### config.mk
export PLATFORM = sky130hd
export DESIGN_NAME = jk_mod_counter_flat
export DESIGN_NICKNAME = d
export VERILOG_FILES = /design/src/rtl/jk_pkg.sv /design/src/rtl/jk_mod_counter_if.sv /design/src/rtl/jk_cell.sv /design/src/rtl/jk_mod_counter.sv /design/src/flat_wrapper.sv
export SDC_FILE = /design/constraint.sdc
export NUM_CORES = 1
export LEC_CHECK = 0
export CORE_MARGIN = 5
export CORE_UTILIZATION = 40
export CTS_BUF_LIST = sky130_fd_sc_hd__clkbuf_4
export DETAILED_ROUTE_END_ITERATION = 12
export DONT_BUFFER_PORTS = 1
export PLACE_DENSITY = 0.62
export SLEW_MARGIN = 20
export SYNTH_ARGS = -nofsm -noshare
export SYNTH_HDL_FRONTEND = slang
export SYNTH_HIERARCHICAL = 1
export SYNTH_SLANG_ARGS = --single-unit
### constraint.sdc
create_clock -name clk -period 2.9 [get_ports clk]
set_clock_uncertainty 0.15 [all_clocks]
set_input_delay 0.435 -clock clk [delete_from_list [all_inputs] [get_ports clk]]
set_output_delay 0.435 -clock clk [all_outputs]
set_load 0.005 [all_outputs]
### src/rtl/jk_pkg.sv
// Shared JK flip-flop action encodings and the excitation helper used by the
// modulo counter and its per-bit cells.
package jk_pkg;

   localparam logic [1:0] JK_HOLD   = 2'b00;
   localparam logic [1:0] JK_RESET  = 2'b01;
   localparam logic [1:0] JK_SET    = 2'b10;
   localparam logic [1:0] JK_TOGGLE = 2'b11;

   typedef logic [1:0] jk_pair_t;

   // Toggle-form excitation: only bits that change are toggled, so the set and
   // reset encodings are never produced.
   function automatic jk_pair_t jk_excite(input logic cur, input logic nxt);
      return (cur ^ nxt) ? JK_TOGGLE : JK_HOLD;
   endfunction

endpackage

### src/rtl/jk_mod_counter_if.sv
// Control/status bundle of the JK modulo counter: the master drives the
// controls, the counter (slave) returns the count and the terminal count.
interface jk_mod_counter_if #(
   parameter int unsigned WIDTH = 4
) ();

   logic             en;
   logic             up;
   logic             load;
   logic [WIDTH-1:0] load_val;
   logic [WIDTH-1:0] count;
   logic             tc;

   modport master (
      output en, up, load, load_val,
      input  count, tc
   );

   modport slave (
      input  en, up, load, load_val,
      output count, tc
   );

endinterface

### src/rtl/jk_cell.sv
// One-bit JK flip-flop with asynchronous active-low clear.
module jk_cell
   import jk_pkg::*;
(
   input  logic clk,
   input  logic clr,
   input  logic i_j,
   input  logic i_k,
   output logic o_q
);

   logic r_q;

   always_ff @(posedge clk or negedge clr) begin
      if (!clr) begin
         r_q <= 1'b0;
      end else begin
         unique case ({i_j, i_k})
            JK_HOLD:   r_q <= r_q;
            JK_RESET:  r_q <= 1'b0;
            JK_SET:    r_q <= 1'b1;
            JK_TOGGLE: r_q <= ~r_q;
         endcase
      end
   end

   assign o_q = r_q;

endmodule

### src/rtl/jk_mod_counter.sv
// Modulo-N up/down counter whose state lives entirely in a bank of jk_cell
// flip-flops; this level only computes next state, excitation and tc.
module jk_mod_counter
   import jk_pkg::*;
#(
   parameter int unsigned WIDTH   = 4,
   parameter int unsigned MODULUS = 10
) (
   input  logic        clk,
   input  logic        clr,
   jk_mod_counter_if.slave bus
);

   if (MODULUS < 2 || MODULUS > (1 << WIDTH)) begin : g_bad_modulus
      $error("jk_mod_counter: MODULUS must satisfy 2 <= MODULUS <= 2**WIDTH");
   end

   localparam logic [WIDTH:0]   L_MOD   = (WIDTH + 1)'(MODULUS);
   localparam logic [WIDTH:0]   L_MOD_X = (WIDTH + 1)'(MODULUS - 1);
   localparam logic [WIDTH-1:0] L_TOP   = WIDTH'(MODULUS - 1);

   logic [WIDTH-1:0] w_count;
   logic [WIDTH-1:0] w_next;
   logic [WIDTH-1:0] w_j;
   logic [WIDTH-1:0] w_k;
   logic [WIDTH:0]   w_cnt_x;
   logic [WIDTH:0]   w_inc;
   logic [WIDTH:0]   w_dec;
   logic [WIDTH:0]   w_load_x;
   logic             w_tc;

   // One bit wider so the wrap compares see carry/borrow instead of aliasing.
   assign w_cnt_x  = {1'b0, w_count};
   assign w_load_x = {1'b0, bus.load_val};
   assign w_inc    = w_cnt_x + 1'b1;
   assign w_dec    = w_cnt_x - 1'b1;

   always_comb begin
      w_next = w_count;
      if (bus.load) begin
         w_next = (w_load_x < L_MOD) ? bus.load_val : L_TOP;
      end else if (bus.en) begin
         if (bus.up) begin
            w_next = (w_inc > L_MOD_X) ? '0 : w_inc[WIDTH-1:0];
         end else begin
            // Borrow out of zero, or an out-of-range state, lands on the top value.
            w_next = (w_dec[WIDTH] || (w_cnt_x >= L_MOD)) ? L_TOP : w_dec[WIDTH-1:0];
         end
      end
   end

   always_comb begin
      w_tc = 1'b0;
      if (bus.en && !bus.load) begin
         w_tc = bus.up ? (w_count == L_TOP) : (w_count == '0);
      end
   end

   for (genvar i = 0; i < WIDTH; i++) begin : g_bit
      assign {w_j[i], w_k[i]} = jk_excite(w_count[i], w_next[i]);

      jk_cell u_cell (
         .clk (clk),
         .clr (clr),
         .i_j (w_j[i]),
         .i_k (w_k[i]),
         .o_q (w_count[i])
      );
   end

   assign bus.count = w_count;
   assign bus.tc    = w_tc;

endmodule

### src/flat_wrapper.sv
// flat-port wrapper written by rule: the top's interface ports become plain ports
module jk_mod_counter_flat import jk_pkg::*;
#(
   parameter int unsigned WIDTH   = 4,
   parameter int unsigned MODULUS = 10
)
  (clk, clr, bus_en, bus_up, bus_load, bus_load_val, bus_count, bus_tc);
  jk_mod_counter_if #(.WIDTH(WIDTH)) bus_i ();
  input  logic clk;
  input  logic clr;
  input wire logic [$bits(bus_i.en)-1:0] bus_en;
  input wire logic [$bits(bus_i.up)-1:0] bus_up;
  input wire logic [$bits(bus_i.load)-1:0] bus_load;
  input wire logic [$bits(bus_i.load_val)-1:0] bus_load_val;
  output wire logic [$bits(bus_i.count)-1:0] bus_count;
  output wire logic [$bits(bus_i.tc)-1:0] bus_tc;
  assign bus_i.en = bus_en;
  assign bus_i.up = bus_up;
  assign bus_i.load = bus_load;
  assign bus_i.load_val = bus_load_val;
  assign bus_count = bus_i.count;
  assign bus_tc = bus_i.tc;
  jk_mod_counter #(.WIDTH(WIDTH), .MODULUS(MODULUS)) u_core (.clk(clk), .clr(clr), .bus(bus_i));
endmodule
==> out/qor.yml <==
status: "completed"
first_iter_violations: 9
fp.dieW_um: 49.9
htree_levels: 1
setup_tns_ps: 0
initial_utilization: 0.422
clock_latency_ps: 230
fillers: 164
synth_edf_count: 0
cts_resized: 0
fin_cells: 100
postSynth.asyncResetShare: 1.00
worstMarginPinSlew_ps: 436
post-dp-hpwl_um: 1240
cp.arrival_ps: 2490
finalSetupViolCount: 0
cp_common_cell: "a21oi_1"
power_mw: 0.705
die_y_um: 49.9
hold_start: "bus_load"
grt_max_degree: 14
fin_crit_sh: 0.857
r2r_start: "u_core/g_bit[1].u_cell/o_q"
core.rowCount: 14
min_path_type: "input pin to register"
postCtsSetupBuffers: 0
core_area_um2: 1510
synth_cell_types: 36
fin_crit_ps: 2490
drive_gt1_frac: 0.143
hold_viol: 0
clock-root-buffer: "clkbuf_4"
max_freq_mhz: 402
ys.flop_type: "dfrtp_1"
wl_um: 1550
path_cells: "inv_1, ha_1, nor2b_1, o221ai_2, nand3_1, a21oi_1, o31ai_1, nor2_1, a21oi_1"
synth_warnings: 6
finish.utilization: 0.457
dr.pass1.iters: 4
syn_area_per_cell_um2: 7.95
synth.area.top_cells: "dfrtp_1 16%, ha_1 9.8%, a21oi_1 7.1%"
slew_headroom: 0.709
max_stage_delay_ps: 600
synth_top_area_share: 0.157
grt_overflow_total: 0
ys_seq_area_frac: 0.157
total_leakage_power_nw: 0.279
grt_antenna_before_repair: 0
cts_tree: "yes"
syn-cell-area_um2: 636
ioPinCount: 14
synth_nets: 94
portBuffers: 0
grt_pass1_vias: 561
wl_per_cell_um: 15.5
gp_congestion: 0.810
critPathSlowestCell: "dfrtp_1"
fin_area_um2: 688
ys_ff_latch: 4
cts_buffer_depth: 2
startpoint_type: "register"
power_density_nw_per_um2: 1020
rsz0062_at_grt: "no"
critPathLaunch: "u_core/g_bit[1].u_cell/o_q"
largest_register_ffs: 4
worstPathMaxFanout: 12
setup.worst_path.class: "register to register"
grt_pass1_wl_um: 2490
viasPerCell: 6.14
route.detailed.drc: 0
areaGrowthSynthToFinish_pct: 8.27
antenna_cells: 0
cp_data_required_time_ps: 2910
dp.cells: 96
postRouteAntennaNets: 0
drv_slew: 0
ir_drop_v: 0.000445
cts_buffers: 3
maxCapViolCount: 0
end_kind: "register"
grt_use_total: 0.126
clock-sinks: 4
synth_top_area_cell: "dfrtp_1"
synthCells: 80
place_area_um2: 656
clk_pin_slew_ps: 40
vias: 614
finalNetCount: 100
dieArea_um2: 2490
-- final timing paths --
check	endpoint	slack, ps	cells after the start
min	u_core/g_bit[2].u_cell/o_q	310	3
max in group asynchronous	u_core/g_bit[0].u_cell/o_q	2120	1
min reg2reg	u_core/g_bit[0].u_cell/o_q	500	2
max	u_core/g_bit[0].u_cell/o_q	410	9
max reg2reg	u_core/g_bit[0].u_cell/o_q	410	9
min in group asynchronous	u_core/g_bit[2].u_cell/o_q	320	1
-- per-stage QoR --
step	setup slack, ps	hold slack (ps)
after floorplan	749	-10.6
after global placement	518	-10.5
after detailed placement	447	-10.5
after CTS	423	288
after global routing	185	314
final	415	310
-- cell families after synthesis --
| kind of cell | Yosys count | share of synthesized area |
|---|---|---|
| AOI/OAI and AO/OA | 31 | 0.376 |
| adders and majority gates | 5 | 0.0984 |
| and+or+nand+nor | 32 | 0.297 |
| DFF | 4 | 0.157 |
| muxes | 1 | 0.0157 |
| xor gates and xnor gates | 1 | 0.0138 |
| buffers and inverters | 6 | 0.0413 |
-- synthesized netlist by cell type, drive strengths merged, types with 3 or more instances --
master,number
dfrtp,4
a31oi,3
nor2,8
inv,5
o21ai,6
nand2,6
a21oi,10
nand2b,4
nor2b,5
ha,5
-- metal layers --
layer  global-route usage  wire (um)
met1                0.168        715
met2                0.176        672
met3               0.0422        134
met4               0.0699         31
met5                    0          0
-- power breakdown --
part           switching [mW]  internal, mW
combinational           0.265         0.208
sequential             0.0793        0.0850
clock                  0.0223        0.0463
-- critical path: cells and delay by family, from the launching register on --
family                     cells  cell delay (ps)
AOI/OAI and AO/OA              4              670
adders and majority gates      1              380
buffers and inverters          1              180
DFF                            1              600
and+or+nand+nor                3              440
-- cells in the final DEF (no fill, tap or decap) --
cell	n
a211o_1	1
a21boi_0	1
a21o_1	1
a21oi_1	9
a21oi_2	1
a221oi_2	1
a2bb2oi_2	1
a31oi_1	3
and2_1	1
and2b_1	1
and3_1	1
and3_4	1
and3b_1	1
buf_4	1
clkbuf_4	3
dfrtp_1	4
dlygate4sd3_1	1
ha_1	5
inv_1	4
inv_2	1
mux2i_1	1
nand2_1	6
nand2b_1	4
nand3_1	2
nand4_1	1
nor2_1	8
nor2b_1	5
nor4b_4	1
o2111ai_1	1
o211ai_1	1
o21ai_0	4
o21ai_1	2
o221ai_1	1
o221ai_2	1
o22a_1	1
o311ai_4	1
o31ai_1	1
xnor2_1	1
-- cell type report --
cell class / count / area, um2 / share of cell area
Clock buffer: 3 / 22.5 / 0.0327
Tap cell: 16 / 20.0 / 0.0291
Sequential cell: 4 / 100 / 0.145
Timing Repair Buffer: 2 / 17.5 / 0.0255
Inverter: 5 / 18.8 / 0.0273
Multi-Input combinational cell: 70 / 509 / 0.740
-- repair_timing --
action | in CTS | in global routing
setup endpoints to repair | 0 | 0
hold endpoints to repair | 4 | 0
hold buffers | 1 | 0
Note: power is estimated with default switching activity, not from simulation.
